[config.mk]
export PLATFORM = sky130hd
export DESIGN_NAME = mac_cluster_cfg_loader
export DESIGN_NICKNAME = d
export VERILOG_FILES = /design/src/rtl/mac_cluster_cfg_loader.sv
export SDC_FILE = /design/constraint.sdc
export NUM_CORES = 1
export LEC_CHECK = 0
export CORE_UTILIZATION = 70
export CTS_BUF_LIST = sky130_fd_sc_hd__clkbuf_2 sky130_fd_sc_hd__clkbuf_4 sky130_fd_sc_hd__clkbuf_8
export DETAILED_ROUTE_END_ITERATION = 8
export DONT_BUFFER_PORTS = 1
export HOLD_SLACK_MARGIN = 0.02
export PLACE_DENSITY = 0.95
export SLEW_MARGIN = 15
export SYNTH_ARGS = -nofsm -noshare
export SYNTH_HDL_FRONTEND = slang
export SYNTH_SLANG_ARGS = --single-unit
[constraint.sdc]
create_clock -name clk -period 3.2 [get_ports clk]
set_clock_uncertainty 0.05 [all_clocks]
set_input_delay 0.48 -clock clk [delete_from_list [all_inputs] [get_ports clk]]
set_output_delay 0.48 -clock clk [all_outputs]
set_load 0.1 [all_outputs]
[src/rtl/mac_cluster_cfg_loader.sv]
// mac_cluster_cfg_loader: serial loader that builds the mac_cluster cfg word from chunks and pulses cset
// Ports: clk/rst (sync, active-high); in_data/in_valid/in_ready chunk stream, LSB chunk first;
// abort drops a partial load; run_en host run enable; cfg/cset/en_out drive the cluster; busy = not idle.
module mac_cluster_cfg_loader #(
    parameter int MAC_CONF_WIDTH = 4,
    parameter int MAC_ACC_WIDTH  = 32,
    parameter int IN_WIDTH       = 8,
    parameter int SETTLE_CYCLES  = 2,
    localparam int CFG_WIDTH     = 4 * MAC_ACC_WIDTH + MAC_CONF_WIDTH,
    localparam int NUM_CHUNKS    = (CFG_WIDTH + IN_WIDTH - 1) / IN_WIDTH,
    localparam int CW            = $clog2(NUM_CHUNKS + 1),
    localparam int SW            = SETTLE_CYCLES > 1 ? $clog2(SETTLE_CYCLES) : 1
) (
    input  logic                 clk,
    input  logic                 rst,
    input  logic [IN_WIDTH-1:0]  in_data,
    input  logic                 in_valid,
    output logic                 in_ready,
    input  logic                 abort,
    input  logic                 run_en,
    output logic [CFG_WIDTH-1:0] cfg,
    output logic                 cset,
    output logic                 en_out,
    output logic                 busy
);
    typedef enum logic [1:0] {IDLE, LOAD, COMMIT, SETTLE} state_t;
    state_t               state, state_n;
    logic [CW-1:0]        chunk_cnt, chunk_cnt_n, idx;
    logic [SW-1:0]        settle_cnt, settle_cnt_n;
    logic [CFG_WIDTH-1:0] cfg_n;
    logic                 accept;
    always_comb begin
        state_n      = state;
        chunk_cnt_n  = chunk_cnt;
        settle_cnt_n = settle_cnt;
        cfg_n        = cfg;
        in_ready     = (state == IDLE || state == LOAD) && !abort && !rst;
        en_out       = state == IDLE && run_en && !rst;
        accept       = in_valid && in_ready;
        idx          = state == IDLE ? '0 : chunk_cnt;
        // bits past CFG_WIDTH-1 in the last chunk simply have no destination
        for (int i = 0; i < CFG_WIDTH; i++)
            if (accept && i / IN_WIDTH == int'(idx)) cfg_n[i] = in_data[i % IN_WIDTH];
        case (state)
            IDLE: begin
                chunk_cnt_n = accept ? CW'(1) : '0;
                if (accept) state_n = NUM_CHUNKS == 1 ? COMMIT : LOAD;
            end
            LOAD: begin
                if (abort) begin
                    state_n     = IDLE;
                    chunk_cnt_n = '0;
                end else if (accept) begin
                    chunk_cnt_n = chunk_cnt + CW'(1);
                    if (int'(chunk_cnt) == NUM_CHUNKS - 1) state_n = COMMIT;
                end
            end
            COMMIT: begin
                state_n      = SETTLE;
                chunk_cnt_n  = '0;
                settle_cnt_n = SW'(SETTLE_CYCLES - 1);
            end
            default: begin
                if (settle_cnt == '0) state_n = IDLE;
                else settle_cnt_n = settle_cnt - SW'(1);
            end
        endcase
    end
    always_ff @(posedge clk) begin
        if (rst) begin
            state      <= IDLE;
            chunk_cnt  <= '0;
            settle_cnt <= '0;
            cfg        <= '0;
            cset       <= 1'b0;
            busy       <= 1'b0;
        end else begin
            state      <= state_n;
            chunk_cnt  <= chunk_cnt_n;
            settle_cnt <= settle_cnt_n;
            cfg        <= cfg_n;
            cset       <= state_n == COMMIT;
            busy       <= state_n != IDLE;
        end
    end
endmodule
Word level (Yosys, flattened, before mapping)
Index checks and enable logic that the tools add are counted.
- reduce and logical (&&, ||, !) cells: 31
- eq/ne operators: 21
- add/sub/neg operators: 2
- muxes and demuxes: 13
- operators by type and width (kind ; number):
    5-bit == test (first input constant) ; 9
    1-bit logical AND ; 22
    4-bit by 5-bit == test with 1-bit output (first input constant) ; 4
    5-bit 2-to-1 mux ; 3
    5-bit one-hot mux with 3 select lines ; 1
    3-bit by 5-bit == test with 1-bit output (first input constant) ; 2
    2-bit 2-to-1 mux ; 5
    2-bit one-hot mux with 3 select lines ; 1
    5-bit by 1-bit adder with 5-bit output (second input constant) ; 1
    2-bit by 5-bit == test with 1-bit output (first input constant) ; 1
    5-bit == test (second input constant) ; 1
    5-bit zero test ; 1
    2-bit == test (second input constant) ; 2
    3-bit != test (second input constant) ; 1
    3-bit nonzero test ; 1
    2-bit by 1-bit == test with 1-bit output (second input constant) ; 1
    1-bit zero test ; 2
    2-bit zero test ; 1
    1-bit 2-to-1 mux ; 2
    1-bit one-hot mux with 2 select lines ; 1
    2-bit AND reduction ; 1
    2-bit nonzero test ; 1
    2-bit OR reduction ; 1
    1-bit logical OR ; 1
    1-bit subtractor (second input constant) ; 1
- output and inout bits: 136
- bits of input ports: 13
- register bits: 142
- logic and storage cells: 89

Longest topological paths before layout
Gate-level depths: netlist of run 1.
- depth after elaboration: 9
- mapped depth: 9
- mapped depth without buffers: 6

Least setup slack after synthesis of run 1
Ideal clock, no wire load.
- kind: input -> output
- from: input port rst
- to: output port in_ready
- arrival: 2.908 ns
- data required time: 2.670 ns
- cell stages on the path: 3
- buffers on the path: 2
- path slack: -0.238 ns
- cells stage by stage: clkbuf_1 -> clkbuf_1 -> nor3_1
- word-level cells in the longest chain between the ends: 2
- ends and longest elaborated chain (element ; line ; source):
    start, declared ; 15 ; input logic rst,
    1-bit zero test ; 37 ; in_ready = (state == IDLE || state == LOAD) && !abort && !rst;
    1-bit logical AND ; 37 ;
    end, declared ; 18 ; output logic in_ready,
Every way passes these cells.

Final worst setup path of run 1
- from: register state[0]
- to: register cfg[98]
- word-level cells in the longest chain between the ends: 6
- elaborated cells between the ends (all ways): 9
- those cells by class: eq/ne: 2; mux: 1; reduce/logical: 6
- ends and longest elaborated chain (element ; line ; source):
    start, declared ; 27 ; state_t state, state_n;
    start signal, assigned ; 78 ; state <= state_n;
    parallel branches: the longest is 5 deep, another holds 5-bit 2-to-1 mux ; -- ;
    1-bit logical AND * ; 43 ; if (accept && i / IN_WIDTH == int'(idx)) cfg_n[i] = in_data[i % IN_WIDTH];
    end signal, assigned ; 81 ; cfg <= cfg_n;
    end, declared ; 21 ; output logic [CFG_WIDTH-1:0] cfg,
Every way passes the cells marked *.
A chain may end at the register's enable or synchronous reset.

==> qor.yml, run 1 <==
run_status:
  status: "finished clean"
yosys:
  synth_mux_area_share_pct: 5.33
  synthesized_area_fraction_occupied_by_xor_and_xnor_cells_pct: 0.483
  cell_area_after_synthesis_um2: 5440
  synth-adder-area-share_pct: 1.61
  synth-compound-area-share_pct: 12.6
  synth_area_per_cell_um2: 9.72
  ys_dominant_reg_cell: "sky130_fd_sc_hd__dfxtp_1"
  most_numerous_cell_in_the_yosys_netlist: "sky130_fd_sc_hd__dfxtp_1"
  dominant_combinational_cell_family_by_area_after_synthesis: "simple AND/OR/NAND/NOR gates"
  synth_simple_gate_area_share_pct: 23.9
  synth_cells: 560
  synth.area.top_cells: "sky130_fd_sc_hd__dfxtp_1 52%, sky130_fd_sc_hd__nand3b_1 13%, sky130_fd_sc_hd__o21ai_0 9.7%"
  synth-edff-count: 0
  synth-seq-area-share_pct: 52.2
  ys_ff_latch: 142
  yosys.cell_types.count: 41
  synthDominantAreaCellType: "sky130_fd_sc_hd__dfxtp_1"
  synth-async-reset-ratio_pct: 0
  synth_largest_type_area_fraction_pct: 52.2
  synth.top_cells.by_count: "142 x sky130_fd_sc_hd__dfxtp_1, 105 x sky130_fd_sc_hd__o21ai_0, 96 x sky130_fd_sc_hd__nand3b_1, 40 x sky130_fd_sc_hd__clkbuf_1, 29 x sky130_fd_sc_hd__mux2i_1"
  yosysWarnings: 0
  mappedNetlistNets: 580
sta:
  slew_at_the_pin_closest_to_its_max_slew_limit_ps: 1030
  holdWs_ps: 95.0
  hold_violations: 0
  max_slew_margin_pct: 31.5
  min_period_over_period_pct: 77.4
  setup_viol: 0
  rsz0062_at_grt: "no"
  max_transition_viols_final: 0
  finalWorstPathRequiredPeriod_ps: 2480
  fmaxAchievable_ghz: 0.404
  fin_tns_setup_ps: 0
placed_design:
  placed_area_um2: 5500
  port_buffers: 0
  dp_hpwl_um: 8430
  place_congestion: 0.833
layout:
  layout.area.seq_um2: 2840
  stdcell_area_um2: 5870
  final_layout_size_suffix_gt1_share_pct: 9.64
  filler_cell_count: 473
  post_layout_net_count: 567
  num_antenna_cells: 0
  final_util_pct: 79.7
  multi_input_comb_area_um2: 2400
  area.growth.synth_to_final_pct: 7.86
power:
  power.ir.vdd_worst_mv: 0.499
  design_power_total_mw: 3.23
  cellPowerDensity_nw_per_um2: 551
  reported_leakage_power_nw: 2.18
clock_network:
  clock_latency_ps: 420
  cts_num_sinks: 142
  post-cts-setup-buffers: 0
  clock_tree.root_cell: "sky130_fd_sc_hd__clkbuf_8"
  cts_made_buffers: 17
  htree_levels: 4
  clk_transition_reported_paths_ps: 80
  tritoncts: "done"
  ctsResizeCount: 0
  holdBufCountCts: 0
  cts_max_path_buffers: 2
worst_setup_path:
  critical-path-slowest-cell: "sky130_fd_sc_hd__or4_1"
  max_stage_delay_ps: 780
  worstPathArrival_ps: 2700
  critical_path_buf_inv_count: 1
  crit_path_cell_trace: "inv_1, ha_1, or2_2, nand2_2, or4_1, mux2i_1"
  cp-start-kind: "register"
  crit_path_max_fanout: 11
  worstPathRequired_ps: 3420
  timing.critical_path.to_type: "register"
  setup.worst_path.class: "reg2reg"
  critical_path.top_delay_family: "simple AND/OR/NAND/NOR gates"
drt:
  ant_nets: 0
  routed-via-count: 4221
  drt_pre_antenna_iters: 5
  wl_per_cell_um: 20.3
  number_of_drc_violations_after_detailed_routing_iteration_0: 342
  detail_route.wirelength_um: 13400
  drt-vias-per-instance: 6.41
  post-route-drc-count: 0
global_route:
  grt_most_used_layer: "met2"
  globalRouteMet2Util_pct: 54.6
  use_met1_pct: 41.2
  grt_pass1_vias: 3982
  grt_first_pass_wirelength_um: 21300
  antenna_found_initial: 0
  maximum_number_of_pins_on_one_net_before_global_route_repair: 152
  grt_use_met3_pct: 9.64
  grt.overflow.total: 0
  globalRouteTotalUtil_pct: 33.1
floorplanning:
  die_h_um: 90.2
  placeableCoreArea_um2: 7370
  num_io_pins: 149
  effective_utilization_at_floorplan_pct: 73.9
  die-width_um: 90.2
  placementRows: 31
  die-area_um2: 8130
flow_run:
  cap_violations: 0
hold_path:
  timing.hold.worst.class: "in2reg"
==> sequential cells by signal, summed over array words and instances (netlist names) <==
signal,flops
chunk_cnt,5
state,2
busy,1
settle_cnt,1
cfg,132
cset,1
==> power by group <==
group	switching (mW)	internal (mW)
sequential	0.0349	1.77
combinational	0.0638	0.0396
clock	0.742	0.584
total	0.840	2.39
==> layer usage <==
layer / share of wire (%) / routed length [um]
met5: 0 / 0
met4: 1.9 / 259
met3: 9.3 / 1240
met2: 49 / 6510
met1: 40 / 5370
==> layout by cell type (no fill, tap or decap), types with 2 or more instances in the layout <==
cell	instances
sky130_fd_sc_hd__dfxtp_1	142
sky130_fd_sc_hd__o21ai_0	105
sky130_fd_sc_hd__nand3b_1	96
sky130_fd_sc_hd__mux2i_1	29
sky130_fd_sc_hd__nand2b_1	26
sky130_fd_sc_hd__nor2_1	22
sky130_fd_sc_hd__clkbuf_8	18
sky130_fd_sc_hd__nand4_1	14
sky130_fd_sc_hd__buf_4	14
sky130_fd_sc_hd__a21oi_1	13
sky130_fd_sc_hd__nand3_1	10
sky130_fd_sc_hd__ha_1	7
sky130_fd_sc_hd__inv_1	6
sky130_fd_sc_hd__nor2b_1	6
sky130_fd_sc_hd__nand2_1	5
sky130_fd_sc_hd__inv_6	5
sky130_fd_sc_hd__clkinv_4	4
sky130_fd_sc_hd__and2_1	3
sky130_fd_sc_hd__xnor2_1	3
sky130_fd_sc_hd__or2_2	2
sky130_fd_sc_hd__nor3_1	2
sky130_fd_sc_hd__a211oi_1	2
sky130_fd_sc_hd__clkinvlp_4	2
==> worst reg2reg max path: cells and delay by family, from the launching register on <==
| family | cells | cell delay, ps |
|---|---|---|
| adders and majority gates | 1 | 400 |
| muxes | 1 | 210 |
| and+or+nand+nor | 3 | 1160 |
| buffers and inverters | 1 | 120 |
| DFF | 1 | 380 |
==> area by class of cell <==
| cell class | instances | area share [%] |
|---|---|---|
| Sequential cell | 142 | 48.4 |
| Multi-Input combinational cell | 366 | 40.9 |
| Clock buffer | 18 | 4.22 |
| Clock inverter | 14 | 2.15 |
| Tap cell | 99 | 2.11 |
| Timing Repair Buffer | 14 | 1.79 |
| Inverter | 6 | 0.384 |
==> logic make-up after synthesis <==
family / after synthesis
compound gates: 130
xor+xnor: 3
fa+ha+maj: 7
buf+inv: 52
flops: 142
mux: 29
simple gates: 197
==> metrics by stage <==
step	cells	worst slack (ps)
floorplan	560	388
global placement	627	904
detailed placement	627	793
CTS	659	746
global route	659	557
finish	659	724
==> final timing paths <==
| check | slack (ps) | depth (start not counted) | startpoint | end |
|---|---|---|---|---|
| max | 720 | 6 | state[0] | cfg[98] |
| min | 100 | 1 | rst | cfg[128] |
| max reg2reg | 720 | 6 | state[0] | cfg[98] |
| min reg2reg | 470 | 2 | settle_cnt | settle_cnt |
Power figures use the tool's default switching activity.
==> run 2: changes to the inputs <==
--- a/config.mk
+++ b/config.mk
@@ -5,12 +5,12 @@
 export SDC_FILE = /design/constraint.sdc
 export NUM_CORES = 1
 export LEC_CHECK = 0
-export CORE_UTILIZATION = 70
+export CORE_UTILIZATION = 65
 export CTS_BUF_LIST = sky130_fd_sc_hd__clkbuf_2 sky130_fd_sc_hd__clkbuf_4 sky130_fd_sc_hd__clkbuf_8
 export DETAILED_ROUTE_END_ITERATION = 8
 export DONT_BUFFER_PORTS = 1
 export HOLD_SLACK_MARGIN = 0.02
-export PLACE_DENSITY = 0.95
+export PLACE_DENSITY = 0.92
 export SLEW_MARGIN = 15
 export SYNTH_ARGS = -nofsm -noshare
 export SYNTH_HDL_FRONTEND = slang
==> constraint.sdc (replaced) <==
create_clock -name clk -period 2.6 [get_ports clk]
set_clock_uncertainty 0.05 [all_clocks]
set_input_delay 0.39 -clock clk [delete_from_list [all_inputs] [get_ports clk]]
set_output_delay 0.39 -clock clk [all_outputs]
set_load 0.1 [all_outputs]
==> run 2 against run 1 <==
  * Worst setup slack worse by 640 ps
  * Combinational power up 67%
  * Critical endpoint is now cfg[33]
  * Global-route usage decreased by 0.60 points
  * Final area up 13%
  * Critical path depth is the same
  * Count of clock-buffer cells in the layout decreased by 1
  * Highest routed layer unchanged
  * Utilization grew 1.3 points
  * Via count rose by 8.8%
  * Routed wire length increased by 7.1%
  * Maximum frequency down 1.4%
==> qor.yml, run 2 (synthesized netlist as in run 1, its figures left out) <==
placed_design:
  port_buffers: 0
  place_congestion: 0.852
  dp_hpwl_um: 9150
  preCtsSetupSlack_ps: 124
sta:
  max_slew_margin_pct: 33.3
  rsz0062_at_grt: "no"
  min_period_over_period_pct: 96.6
  fmaxAchievable_ghz: 0.398
  finalWorstPathRequiredPeriod_ps: 2510
  setup_viol: 0
  fin_tns_setup_ps: 0
  max_transition_viols_final: 0
  final_critical_path_setup_slack_ps: 87.5
  hold_violations: 0
  holdWs_ps: 48.2
  slew_at_the_pin_closest_to_its_max_slew_limit_ps: 999
floorplanning:
  die-width_um: 93.5
  num_io_pins: 149
  die_h_um: 93.5
  effective_utilization_at_floorplan_pct: 66.6
  placeableCoreArea_um2: 8180
  placementRows: 33
  die-area_um2: 8750
clock_network:
  clk_transition_reported_paths_ps: 90
  cts_max_path_buffers: 2
  clock_latency_ps: 430
  cts_num_sinks: 142
  htree_levels: 4
  clock_tree.root_cell: "sky130_fd_sc_hd__clkbuf_8"
  cts_made_buffers: 17
  tritoncts: "done"
layout:
  largest_registers: "cfg x132, chunk_cnt x5, state x2"
  post_layout_net_count: 663
  final_layout_size_suffix_gt1_share_pct: 22.9
  mostFrequentLayoutCell: "sky130_fd_sc_hd__dfxtp_1"
  largest_register_ffs: 132
  layout.area.seq_um2: 2840
  filler_cell_count: 522
  layout_common_cells: "142 x sky130_fd_sc_hd__dfxtp_1, 109 x sky130_fd_sc_hd__buf_4, 105 x sky130_fd_sc_hd__o21ai_0"
  top_register: "cfg"
  num_antenna_cells: 0
  multi_input_comb_area_um2: 2410
  area.growth.synth_to_final_pct: 21.6
worst_setup_path:
  reg2reg_depth: 6
  r2r_start: "state[0]"
  crit_path_max_fanout: 11
  critical-path-slowest-cell: "sky130_fd_sc_hd__or4b_1"
  worstPathArrival_ps: 2740
  crit_path_cell_trace: "inv_1, ha_1, or2_2, nand2_2, or4b_1, mux2i_1"
  worstPathRequired_ps: 2830
  timing.critical_path.to_type: "register"
  max_stage_delay_ps: 800
  cp-start-kind: "register"
  critical_path.top_delay_family: "simple AND/OR/NAND/NOR gates"
  reg2reg_slack_ps: 90
  timing.rr.end: "cfg[33]"
  critical_path_buf_inv_count: 1
  setup.worst_path.class: "reg2reg"
drt:
  ant_nets: 0
  post-route-drc-count: 0
  wl_per_cell_um: 18.8
  drt-vias-per-instance: 6.04
  number_of_drc_violations_after_detailed_routing_iteration_0: 369
  routed-via-count: 4593
  drt_pre_antenna_iters: 4
  detail_route.wirelength_um: 14300
flow_run:
  cap_violations: 0
hold_path:
  timing.hold.worst.class: "in2reg"
  hold_path_depth: 2
  timing.hold.worst.start: "in_data[5]"
  worst_hold_endpoint: "cfg[5]"
power:
  design_power_total_mw: 4.07
  reported_leakage_power_nw: 2.70
  cellPowerDensity_nw_per_um2: 615
  power.ir.vdd_worst_mv: 0.442
run_status:
  status: "finished clean"
global_route:
  globalRouteTotalUtil_pct: 32.5
  antenna_found_initial: 0
  grt.overflow.total: 0
  maximum_number_of_pins_on_one_net_before_global_route_repair: 128
  grt_first_pass_wirelength_um: 21600
  grt_pass1_vias: 4254
==> run 2: timing repair <==
item,in CTS,in global routing
hold buffers,1,0
endpoints found under the hold margin,25,0
resized for setup,0,1
setup endpoints to repair,0,31
buffers inserted,0,4
==> run 2: routing by layer <==
layer	up-vias	GRT usage (%)	wire (um)
li1	2149	-	-
met1	2222	37.7	5690
met2	200	55.8	7310
met3	22	9.27	1060
met4	0	13.7	269
met5	-	0	0
==> run 2: layout make-up <==
type | instances | area share [%]
inverters | 6 | 0.340
multi-input cells | 366 | 36.4
repair buffers | 110 | 12.5
flip-flops and latches | 142 | 42.9
clock buffers | 17 | 3.53
clock inverters | 15 | 2.32
well taps | 105 | 1.98
==> run 2: worst max-delay path by stage <==
stage	startpoint	to	cells after the start
after floorplan	state[0]	in_ready	5
after global placement	state[1]	cfg[35]	6
after detailed placement	state[0]	cfg[33]	6
after CTS	state[0]	cfg[23]	6
after global routing	state[1]	cfg[33]	6
final	state[0]	cfg[33]	6
==> run 2: power by group <==
part / switching, mW / internal, mW / total [mW]
sequential: 0.0112 / 2.18 / 2.19
clock: 0.920 / 0.788 / 1.71
combinational: 0.118 / 0.0548 / 0.172
total: 1.05 / 3.02 / 4.07
==> run 2: metrics by stage <==
| step | cell area [um2] | util (%) | cells |
|---|---|---|---|
| global placement | 6190 | 75.7 | 724 |
| finish | 6620 | 81.0 | 761 |
| floorplan | 5450 | - | 560 |
| CTS | 6590 | 80.6 | 757 |
| global route | 6620 | 81.0 | 761 |
| detailed placement | 6190 | 75.7 | 724 |
